==> src/rtl/dffs_reg_pkg.sv <==
// Shared definitions for the multi-mode register: MODE encoding and its enumeration.
package dffs_reg_pkg;

    localparam int MODE_W = 3;

    typedef enum logic [MODE_W-1:0] {
        MODE_HOLD = 3'b000,
        MODE_LOAD = 3'b001,
        MODE_SHL  = 3'b010,
        MODE_SHR  = 3'b011,
        MODE_UP   = 3'b100,
        MODE_DOWN = 3'b101,
        MODE_ROL  = 3'b110,
        MODE_ROR  = 3'b111
    } mode_e;

endpackage

==> src/rtl/dffs_reg_next.sv <==
// Combinational next-state selection for the register, one result per MODE value.
module dffs_reg_next
    import dffs_reg_pkg::*;
#(
    parameter int WIDTH = 8
) (
    input  logic [WIDTH-1:0]  q,
    input  logic [WIDTH-1:0]  d,
    input  logic              si,
    input  logic [MODE_W-1:0] mode,
    output logic [WIDTH-1:0]  q_next
);

    always_comb begin
        q_next = q;
        case (mode_e'(mode))
            MODE_HOLD: q_next = q;
            MODE_LOAD: q_next = d;
            MODE_SHL:  q_next = {q[WIDTH-2:0], si};
            MODE_SHR:  q_next = {si, q[WIDTH-1:1]};
            // Counting relies on natural wrap of the WIDTH-bit sum.
            MODE_UP:   q_next = q + WIDTH'(1);
            MODE_DOWN: q_next = q - WIDTH'(1);
            MODE_ROL:  q_next = {q[WIDTH-2:0], q[WIDTH-1]};
            MODE_ROR:  q_next = {q[0], q[WIDTH-1:1]};
            default:   q_next = q;
        endcase
    end

endmodule

==> src/rtl/dffs_reg_n.sv <==
// Multi-mode WIDTH-bit register: reset / set / enable priority around a single state
// register, with combinational complement, serial-out and terminal-count outputs.
module dffs_reg_n
    import dffs_reg_pkg::*;
#(
    parameter int               WIDTH     = 8,
    parameter logic [WIDTH-1:0] RESET_VAL = '0
) (
    input  logic              CK,
    input  logic              RST,
    input  logic              SN,
    input  logic              EN,
    input  logic [MODE_W-1:0] MODE,
    input  logic [WIDTH-1:0]  D,
    input  logic              SI,
    output logic [WIDTH-1:0]  Q,
    output logic [WIDTH-1:0]  QN,
    output logic              SO,
    output logic              TC
);

    logic [WIDTH-1:0] q_reg;
    logic [WIDTH-1:0] q_next;

    dffs_reg_next #(
        .WIDTH (WIDTH)
    ) u_next (
        .q      (q_reg),
        .d      (D),
        .si     (SI),
        .mode   (MODE),
        .q_next (q_next)
    );

    // Exactly one action per edge: reset beats set beats hold beats the selected mode.
    always_ff @(posedge CK) begin
        if (RST) begin
            q_reg <= RESET_VAL;
        end else if (!SN) begin
            q_reg <= '1;
        end else if (EN) begin
            q_reg <= q_next;
        end
    end

    assign Q = q_reg;

    genvar gi;
    generate
        for (gi = 0; gi < WIDTH; gi++) begin : g_qn
            assign QN[gi] = ~q_reg[gi];
        end
    endgenerate

    // SO tracks the bit about to leave the register and ignores EN.
    always_comb begin
        SO = 1'b0;
        case (mode_e'(MODE))
            MODE_SHL, MODE_ROL: SO = q_reg[WIDTH-1];
            MODE_SHR, MODE_ROR: SO = q_reg[0];
            default:            SO = 1'b0;
        endcase
    end

    always_comb begin
        TC = 1'b0;
        if (EN && SN && !RST) begin
            if (mode_e'(MODE) == MODE_UP && (&q_reg)) begin
                TC = 1'b1;
            end else if (mode_e'(MODE) == MODE_DOWN && q_reg == '0) begin
                TC = 1'b1;
            end
        end
    end

endmodule
==> config.mk <==
export PLATFORM = sky130hd
export DESIGN_NAME = dffs_reg_n
export DESIGN_NICKNAME = d
export VERILOG_FILES = /design/src/rtl/dffs_reg_pkg.sv /design/src/rtl/dffs_reg_next.sv /design/src/rtl/dffs_reg_n.sv
export SDC_FILE = /design/constraint.sdc
export NUM_CORES = 1
export LEC_CHECK = 0
export BUFFER_PORTS_ARGS = -buffer_cell sky130_fd_sc_hd__buf_2
export CELL_PAD_IN_SITES_DETAIL_PLACEMENT = 0
export CELL_PAD_IN_SITES_GLOBAL_PLACEMENT = 1
export CORE_MARGIN = 4
export CORE_UTILIZATION = 30
export CTS_CLUSTER_SIZE = 20
export DETAILED_ROUTE_END_ITERATION = 8
export GPL_TIMING_DRIVEN = 0
export HOLD_SLACK_MARGIN = 0.06
export PLACE_DENSITY_LB_ADDON = 0.1
export SLEW_MARGIN = 5
export SYNTH_ARGS = -nofsm -noshare
export SYNTH_HDL_FRONTEND = slang
export SYNTH_SLANG_ARGS = --single-unit
==> constraint.sdc <==
create_clock -name CK -period 2 [get_ports CK]
set_input_delay 0.3 -clock CK [delete_from_list [all_inputs] [get_ports CK]]
set_output_delay 0.3 -clock CK [all_outputs]
set_load 0.1 [all_outputs]
==> results of run 1 <==
stage by stage:
stage / hold WS (ns) / utilization [%]
finish: 0.327 / 43.6
global route: 0.334 / 43.6
floorplan: 0.478 / -
global placement: 0.518 / 41.7
CTS: 0.316 / 43.0
detailed placement: 0.527 / 41.7
logic make-up after synthesis:
| family | share of synthesized area [%] |
|---|---|
| flops | 17.6 |
| fa+ha+maj | 1.37 |
| buf+inv | 9.33 |
| simple gates | 27.7 |
| compound gates | 31.8 |
| xor+xnor | 1.92 |
| mux | 10.3 |
power groups by stage:
stage | Clock, mW | Combinational [mW] | Sequential, mW
floorplan | 0 | 0.291 | 0.325
global placement | 0 | 0.495 | 0.212
detailed placement | 0 | 0.496 | 0.214
CTS | 0.152 | 0.500 | 0.211
global route | 0.165 | 0.534 | 0.217
finish | 0.149 | 0.504 | 0.211
Yosys cell counts (4+ instances only):
cell	count	share of area, %
inv_1	11	4.5
clkbuf_1	9	3.7
dfxtp_1	8	18
nor2_1	8	3.3
a21oi_1	7	3.8
nand2_1	7	2.9
o21ai_0	7	3.8
mux2i_1	6	6.6
a31oi_1	4	2.7
o211ai_1	4	3.3
o21ai_1	4	2.2
or3_1	4	2.7
layer usage:
metal	track usage, %	share of wire [%]	vias to the layer above
li1	-	-	555
met1	21.9	47	519
met2	26.0	46	28
met3	3.20	5.6	4
met4	7.16	1.4	0
met5	0	0	-
timing repair:
| action | 4_1_cts | 5_1_grt |
|---|---|---|
| setup endpoints to repair | 3 | 3 |
| resized for setup | 6 | 5 |
| hold endpoints to repair | 0 | 0 |
| pin swaps | 0 | 0 |
critical path, stage by stage (launching register included):
cell       delay [ns]
dfxtp_4          0.36
or4_4            0.54
or4_4            0.44
a2111oi_4        0.33
buf_6            0.27
worst max path at each step:
stage	slack [ns]	end
CTS	-0.50	TC
finish	-0.50	TC
floorplan	-0.90	TC
global placement	-0.43	TC
global route	-0.55	TC
detailed placement	-0.44	TC
area by class of cell:
cell class / instances / area, sq um / area share (%)
tap: 31 / 38.8 / 3.14
timing repair buffer: 32 / 169 / 13.7
inverter: 11 / 45.0 / 3.65
multi-input combinational: 99 / 727 / 58.9
clock buffer: 4 / 26.3 / 2.13
buffer: 10 / 45.0 / 3.65
sequential: 8 / 183 / 14.8
==> results.md, run 1 <==
- Status: finished, violations left
- Violated checks: negative setup slack
- Worst R2R Start: Q[1]
- CTS H-Tree Depth: 1
- Worst-path clk slew: 0.07 ns
- Vias in the first global route: 1056
- Setup slack after layout: -0.502 ns
- Final-stage net count: 182
- FF-to-FF setup slack: between 0.1 and 0.15 ns
- Final worst-path cycle share: 125%
- Post-layout min period: 2.50 ns
- Max cap viols: 0
- Final setup viols: 1
- RSZ-0062 raised after global routing: yes
- # clock sinks: 8
- Post-placement cell area: 0.00118 sq mm
- Post-CTS setup buffers: 0
- Iteration-0 DRC Markers: 31
- First-pass GRT wire length: ~5200 um
- Post-synth EDFFs: 0
- Clock power frac: 17.3%
- Power share of the sequential group: 24.4%
- FF-to-FF path depth: 7
- Worst min-delay path class: input pin to flop
- Port Buf Inserts: 32
- CP max FO: 4
- Max Fclk: about 400 MHz
- Power per cell area: about 700 mW/mm^2
- Synth async-reset ratio: 0%
- Boundary Pins: 34
- Min-delay src: D[2]
- Number of flip-flops in the largest register: 8
- Total die area: 0.00399 sq mm
- Dpl ws: -0.441 ns
- Synth warn: 0
- Setup TNS: -0.502 ns
- Largest net degree at the start of global routing: 11
- Commonest non-fill, non-tap cell in the layout: buf_2
- Inserted Clock Buffers: 3
- Number of antenna violations at the first check in global routing: 0
- Most used DFF post-synth: dfxtp_1
- Netlist cell types: 45
- Share of layout cells above drive strength 1: 36.6%
- Static leakage: 0.510 nW
- Detailed Route WL: 3110 um
- Critical path type: flop to output pin
- Crit path from: Q[3]
- DRC: 0
- Hold Path Sink: Q[2]
- Core area: 0.00283 sq mm
- CP Data Arrival Time: 2.20 ns
- # hold bufs at CTS: 0
- Synthesized area per cell: 7.07 sq um
- CP required: 1.70 ns
- Drt via density: between 5 and 6
- #FFs+latches synth: 8
- Post-DP HPWL: roughly 2400 um
- WL per Instance: 15.9 um
- Clk_lat worst skew: 0.26 ns
- Die Ht: 63.1 um
- Tightest Pin Transition: 0.593 ns
- Commonest non-fill, non-tap cells in the layout: 31 x buf_2, 10 x inv_1, 8 x nor2_1, 7 x clkbuf_1, 7 x nand2_1
- GRT Total Usage: between 10% and 20%
- Fin area: between 0.001 and 0.0015 sq mm
- Area Overhead vs Synth: 35.3%
- Seq/Total Area, Yosys: 17.6%
- Non-Filler Instances: 195
- Setup crit start kind: flop
- Clock Path Buffers: 2
- Logic pwr share: approximately 58%
- Mapped Nets: around 150
- Routed Antenna Nets: 0
- CTS tree: built
- Reg2reg end: Q[4]
- First-pass iteration count of the detailed router: 4
- Depth of the worst hold-timing path: 3
- Antenna cell count: 0
- Sw power: 0.489 mW
- Switch share: between 50 and 60%
- Initial core utilization: 32.2%
- Placed Cells incl. Taps: 192
- Maximum VDD drop: 0.322 mV
- CP Capture Type: output pin
- Clock skew: 0.00289 ns
- Placer Congestion: 0.836
- DR vias: between 1000 and 1500
- Slew Limit Fails: 0
- Internal: 0.375 mW
- Std cell rows: 19
- Fin. Hold Viols: 0
- Post-Synthesis Cell Area: 912 sq um
- Post-synthesis cell count: 129
- Relative slew slack: 60.4%
- CTS root buf: clkbuf_4
- Gr ovfl total: 0
- Overall Power: 0.864 mW
- Die width: 63.1 um
- Fill count: between 300 and 400
Power figures use the tool's default switching activity.
==> run 2, diff against run 1 <==
--- a/config.mk
+++ b/config.mk
@@ -8,13 +8,13 @@
 export BUFFER_PORTS_ARGS = -buffer_cell sky130_fd_sc_hd__buf_2
 export CELL_PAD_IN_SITES_DETAIL_PLACEMENT = 0
 export CELL_PAD_IN_SITES_GLOBAL_PLACEMENT = 1
-export CORE_MARGIN = 4
 export CORE_UTILIZATION = 30
 export CTS_CLUSTER_SIZE = 20
 export DETAILED_ROUTE_END_ITERATION = 8
 export GPL_TIMING_DRIVEN = 0
 export HOLD_SLACK_MARGIN = 0.06
 export PLACE_DENSITY_LB_ADDON = 0.1
+export RECOVER_POWER = 100
 export SLEW_MARGIN = 5
 export SYNTH_ARGS = -nofsm -noshare
 export SYNTH_HDL_FRONTEND = slang
==> run 2 against run 1 <==
The run ends with design-rule violations, negative setup slack left. Die area down 18%. Worst hold slack got worse by 0.0081 ns. Critical path depth did not move. Total power is 0.20% higher. Setup slack better by 0.0071 ns. Clock power is 3% higher. Sequential share of layout area increased by 0.15 points. Fmax up 0.29%. Combinational power is 0.8% lower. Clock-buffer cell count unchanged. Wire length increased by 0.42%. Critical path type unchanged. Critical endpoint unchanged.
==> results.md, run 2 (same netlist as run 1, synthesis figures left out) <==
- Worst-path clk slew: 0.08 ns (about the same)
- Post-CTS setup buffers: 0 (unchanged)
- Maximum VDD drop: 0.257 mV (-20%)
- Cell family with most CP delay: simple AND/OR/NAND/NOR gates
- Commonest non-fill, non-tap cell in the layout: clkbuf_2
- Inserted Clock Buffers: 3 (unchanged)
- Static leakage: 0.509 nW (-0.17%)
- Initial core utilization: 32.2% (unchanged)
- CP required: 1.70 ns (about the same)
- Iteration-0 DRC Markers: 27 (-13%)
- Fin. Hold Viols: 0 (unchanged)
- Setup crit start kind: flop
- Clk_lat worst skew: 0.28 ns (+0.02 ns)
- Final worst-path cycle share: 125% (-0.36 points)
- GRT Total Usage: 20.3% (+3.7 points)
- Status: finished, violations left
- Setup slack after layout: -0.495 ns (+0.00713 ns)
- Slowest CP cell: or4_4
- Violated checks: design-rule violations, negative setup slack
- Number of antenna violations at the first check in global routing: 0 (unchanged)
- Die Ht: 57.1 um (-9.5%)
- Vias in the first global route: 1041 (-1.4%)
- Max cap viols: 0 (unchanged)
- Worst hold margin: 0.318 ns (-0.00805 ns)
- CTS H-Tree Depth: 1 (unchanged)
- Clock Path Buffers: 2 (unchanged)
- # clock sinks: 8 (unchanged)
- Area Overhead vs Synth: 33.9%
- Final setup viols: 2 (+1)
- Placer Congestion: 0.815 (-2.5%)
- Number of flip-flops in the largest register: 8 (unchanged)
- Port Buf Inserts: 32 (unchanged)
- Worst-path cell chain: or4_4 > or4_4 > a2111oi_4 > buf_6
- CTS root buf: clkbuf_4
- Antenna cell count: 0 (unchanged)
- Critical path type: flop to output pin
- Worst path bufs/invs: 1 (unchanged)
- DRC: 3 (+3)
- Die width: 57.1 um (-9.5%)
- Relative slew slack: 23.2% (-37 points)
- # hold bufs at CTS: 0 (unchanged)
- Drt via density: 5.68 (about the same)
- Max Fclk: 401 MHz (+0.29%)
- Final-stage net count: 182 (unchanged)
- CTS tree: built
- Most common cell on crit path: or4_4
- Core area: 0.00283 sq mm (unchanged)
- Largest net degree at the start of global routing: 11 (unchanged)
- First-pass GRT wire length: 5110 um (-2.0%)
- Post-placement cell area: 0.00118 sq mm (unchanged)
- WL per Instance: 16.0 um (+0.42%)
- Worst min-delay path class: input pin to flop
- Slowest Stage Delay on Critical Path: 0.53 ns (about the same)
- Total die area: 0.00326 sq mm (-18%)
- Power per cell area: 709 mW/mm^2 (+1.2%)
- Commonest non-fill, non-tap cells in the layout: 16 x clkbuf_2, 15 x buf_2, 10 x inv_1, 9 x clkbuf_1, 8 x nor2_1
- Tightest Pin Transition: 1.16 ns (+0.563 ns)
- First-pass iteration count of the detailed router: 6 (+2)
- CP Data Arrival Time: 2.19 ns (about the same)
- Fin area: 0.00122 sq mm (-1.0%)
- Gr ovfl total: 0 (unchanged)
- CP Capture Type: output pin
- Routed Antenna Nets: 0 (unchanged)
- Clock skew: 0.0123 ns (+0.00942 ns)
- Share of layout cells above drive strength 1: 34.8% (-1.8 points)
- Slew Limit Fails: 0 (unchanged)
- DR vias: 1107 (+0.090%)
- Dpl ws: -0.435 ns (+0.00559 ns)
- CP max FO: 4 (unchanged)
- Detailed Route WL: 3120 um (+0.42%)
- RSZ-0062 raised after global routing: yes
- Post-layout min period: 2.49 ns (-0.00713 ns)
- Post-DP HPWL: 2280 um (-3.4%)
- Boundary Pins: 34 (unchanged)
- Std cell rows: 19 (unchanged)
-- run 2: layout make-up --
type                       count  area [sq um]
inverter                      11          45.0
timing repair buffer          32           166
sequential                     8           183
clock buffer                   4          26.3
buffer                        10          45.0
tap                           31          38.8
fill                         320          1610
multi-input combinational     99           717
-- run 2: per-layer routing --
layer	part of all wire, %	up-vias	GRT usage, %
li1	-	559	-
met1	50	514	28.8
met2	44	29	31.4
met3	5.2	5	4.54
met4	0.74	0	4.53
met5	0	-	0
-- run 2: final timing paths --
path,startpoint,to,slack (ns),cells after the start
max reg2reg,Q[1],Q[4],-0.06,8
max,Q[3],TC,-0.49,4
min,D[2],Q[2],0.32,3
min reg2reg,Q[5],Q[5],0.54,2
-- run 2: repair_timing --
action,4_1_cts,5_1_grt
pin swaps,0,0
gates resized for setup,6,5
endpoints found under the setup margin,3,3
-- run 2: per-stage QoR --
stage                     power [mW]  instances  setup TNS [ns]  utilization, %
after floorplan                0.616        129           -2.26               -
after global placement         0.706        192           -1.49            41.7
after detailed placement       0.708        192           -1.50            41.7
after CTS                      0.866        195          -0.492            43.0
after global routing           0.910        195          -0.733            43.2
final                          0.866        195          -0.553            43.2
-- run 2: power by group --
group | internal, mW | switching (mW) | total (mW)
Combinational | 0.114 | 0.386 | 0.500
Sequential | 0.179 | 0.0329 | 0.212
Clock | 0.0773 | 0.0770 | 0.154
Total | 0.370 | 0.496 | 0.866
-- run 2: worst min-delay path, stage by stage --
cell,delay (ns)
buf_2,0.08
mux2i_1,0.05
a21oi_1,0.13
==> run 3, diff against run 2 <==
==> constraint.sdc (replaced) <==
create_clock -name CK -period 2 [get_ports CK]
set_input_delay 0.1 -clock CK [delete_from_list [all_inputs] [get_ports CK]]
set_output_delay 0.1 -clock CK [all_outputs]
set_load 0.1 [all_outputs]
==> run 3 against run 2 <==
The run still ends with design-rule violations, negative setup slack left. Total power increased by 1.3%. Final area increased by 3.9%. Global-route usage decreased by 0.11 points. Worst hold slack got worse by 0.21 ns. Via count increased by 3.3%. Sequential power decreased by 2%. Register-to-register slack improved by 0.10 ns. Clock-buffer cell count unchanged. Critical path type unchanged. Largest cell class unchanged.
==> results.md, run 3 (same netlist as run 1, synthesis figures left out) <==
- Worst R2R Start: Q[1]
- Clk_lat worst skew: 0.27 ns (about the same)
- FF-to-FF setup slack: 0.04 ns (+0.10 ns)
- GRT Total Usage: 20.2% (-0.11 points)
- Total die area: 0.00326 sq mm (unchanged)
- Iteration-0 DRC Markers: 14 (-48%)
- Final worst-path cycle share: 115% (-9.7 points)
- Tightest Pin Transition: 1.16 ns (+0.000822 ns)
- Share of layout cells above drive strength 1: 38.5% (+3.7 points)
- Initial core utilization: 32.2% (unchanged)
- Die Ht: 57.1 um (unchanged)
- Final-stage net count: 187 (+2.7%)
- Die width: 57.1 um (unchanged)
- Post-DP HPWL: 2310 um (+1.1%)
- Fin area: 0.00127 sq mm (+3.9%)
- CP Capture Type: output pin
- Status: finished, violations left
- Clock skew: 0.00222 ns (-0.0101 ns)
- Setup crit start kind: flop
- Number of antenna violations at the first check in global routing: 0 (unchanged)
- CP Data Arrival Time: 2.20 ns (about the same)
- Max Fclk: 435 MHz (+8.4%)
- Power per cell area: 691 mW/mm^2 (-2.5%)
- CP required: 1.90 ns (+0.20 ns)
- Core area: 0.00283 sq mm (unchanged)
- Fin. Hold Viols: 0 (unchanged)
- Worst-path clk slew: 0.07 ns (about the same)
- Port Buf Inserts: 32 (unchanged)
- Violated checks: design-rule violations, negative setup slack
- Reg2reg end: Q[4]
- Post-layout min period: 2.30 ns (-0.194 ns)
- Setup TNS: -0.301 ns (+0.252 ns)
- RSZ-0062 raised after global routing: yes
- First-pass GRT wire length: 5110 um (unchanged)
- # hold bufs at CTS: 0 (unchanged)
- Detailed Route WL: 3070 um (-1.4%)
- Crit path from: Q[3]
- CP max FO: 4 (unchanged)
- Antenna cell count: 0 (unchanged)
- Relative slew slack: 23.2% (-0.055 points)
- Commonest non-fill, non-tap cells in the layout: 32 x buf_2, 10 x inv_1, 10 x clkbuf_1, 7 x nand2_1, 7 x nor2_1
- Critical path type: flop to output pin
- Vias in the first global route: 1011 (-2.9%)
- Depth of the worst hold-timing path: 3 (unchanged)
- Worst min-delay path class: input pin to flop
- Area Overhead vs Synth: 39.1%
- FF-to-FF path depth: 8 (unchanged)
- Final setup viols: 1 (-1)
- Inserted Clock Buffers: 3 (unchanged)
- Clock Path Buffers: 2 (unchanged)
- Slew Limit Fails: 0 (unchanged)
- Post-placement cell area: 0.00117 sq mm (-0.42%)
- CTS tree: built
- Largest net degree at the start of global routing: 11 (unchanged)
- DR vias: 1143 (+3.3%)
- Static leakage: 0.527 nW (+3.6%)
- Min-delay src: D[2]
- Std cell rows: 19 (unchanged)
- DRC: 2 (-1)
- CTS root buf: clkbuf_4
- Number of flip-flops in the largest register: 8 (unchanged)
- First-pass iteration count of the detailed router: 6 (unchanged)
- WL per Instance: 15.4 um (-3.9%)
- Boundary Pins: 34 (unchanged)
- Placer Congestion: 0.816 (about the same)
- Setup slack after layout: -0.301 ns (+0.194 ns)
- Commonest non-fill, non-tap cell in the layout: buf_2
- Maximum VDD drop: 0.341 mV (+33%)
- Gr ovfl total: 0 (unchanged)
- CTS H-Tree Depth: 1 (unchanged)
- Hold Path Sink: Q[2]
- Drt via density: 5.72 (+0.67%)
- Routed Antenna Nets: 0 (unchanged)
- # clock sinks: 8 (unchanged)
- Max cap viols: 0 (unchanged)
## run 3: changes by cell type in the layout (fill, tap and decap cells not counted), sizes merged
cell and delta:
buf +21, clkbuf -16
## run 3: metrics by stage
| stage | power, mW | utilization (%) | hold WS (ns) | std cells | setup slack (ns) |
|---|---|---|---|---|---|
| 6_report | 0.877 | 44.8 | 0.108 | 200 | -0.301 |
| 5_1_grt | 0.921 | 44.8 | 0.144 | 200 | -0.340 |
| 4_1_cts | 0.858 | 42.6 | 0.114 | 196 | -0.308 |
| 3_5_place_dp | 0.708 | 41.5 | 0.392 | 192 | -0.242 |
| 3_3_place_gp | 0.704 | 41.5 | 0.375 | 192 | -0.225 |
| 2_1_floorplan | 0.614 | - | 0.278 | 129 | -0.701 |
## run 3: power breakdown
part / internal [mW] / total [mW] / switching (mW) / leakage (nW)
Clock: 0.0773 / 0.151 / 0.0741 / 0.0150
Combinational: 0.126 / 0.518 / 0.392 / 0.442
Sequential: 0.179 / 0.208 / 0.0292 / 0.0701
Total: 0.382 / 0.877 / 0.495 / 0.527
## run 3: layout make-up
| class | count | area, sq um |
|---|---|---|
| Buffer | 11 | 45.0 |
| Clock buffer | 4 | 26.3 |
| Fill cell | 320 | 1560 |
| Inverter | 11 | 45.0 |
| Multi-Input combinational cell | 99 | 736 |
| Sequential cell | 8 | 183 |
| Tap cell | 31 | 38.8 |
| Timing Repair Buffer | 36 | 195 |
## run 3: timing repair
| item | CTS | global route |
|---|---|---|
| gates resized for setup | 2 | 10 |
| buffers inserted | 0 | 4 |
| pin swaps | 0 | 2 |
| endpoints found under the setup margin | 1 | 2 |
## run 3: critical path, stage by stage (launching register included)
cell       delay, ns
dfxtp_4         0.35
or4_4           0.54
or4_4           0.44
a2111oi_4       0.32
buf_6           0.27
## run 3: worst max path at each step
stage,depth (start not counted),slack [ns],end
after global placement,9,-0.22,Q[4]
after detailed placement,9,-0.24,Q[4]
after CTS,4,-0.31,TC
after floorplan,3,-0.70,TC
after global routing,4,-0.34,TC
final,4,-0.30,TC
## run 3: routing by layer
metal	wire length, um	vias up	GRT usage, %
met1	1510	545	28.7
met5	0	-	0
met4	31	0	5.23
li1	-	565	-
met2	1400	28	32.6
met3	139	5	2.27
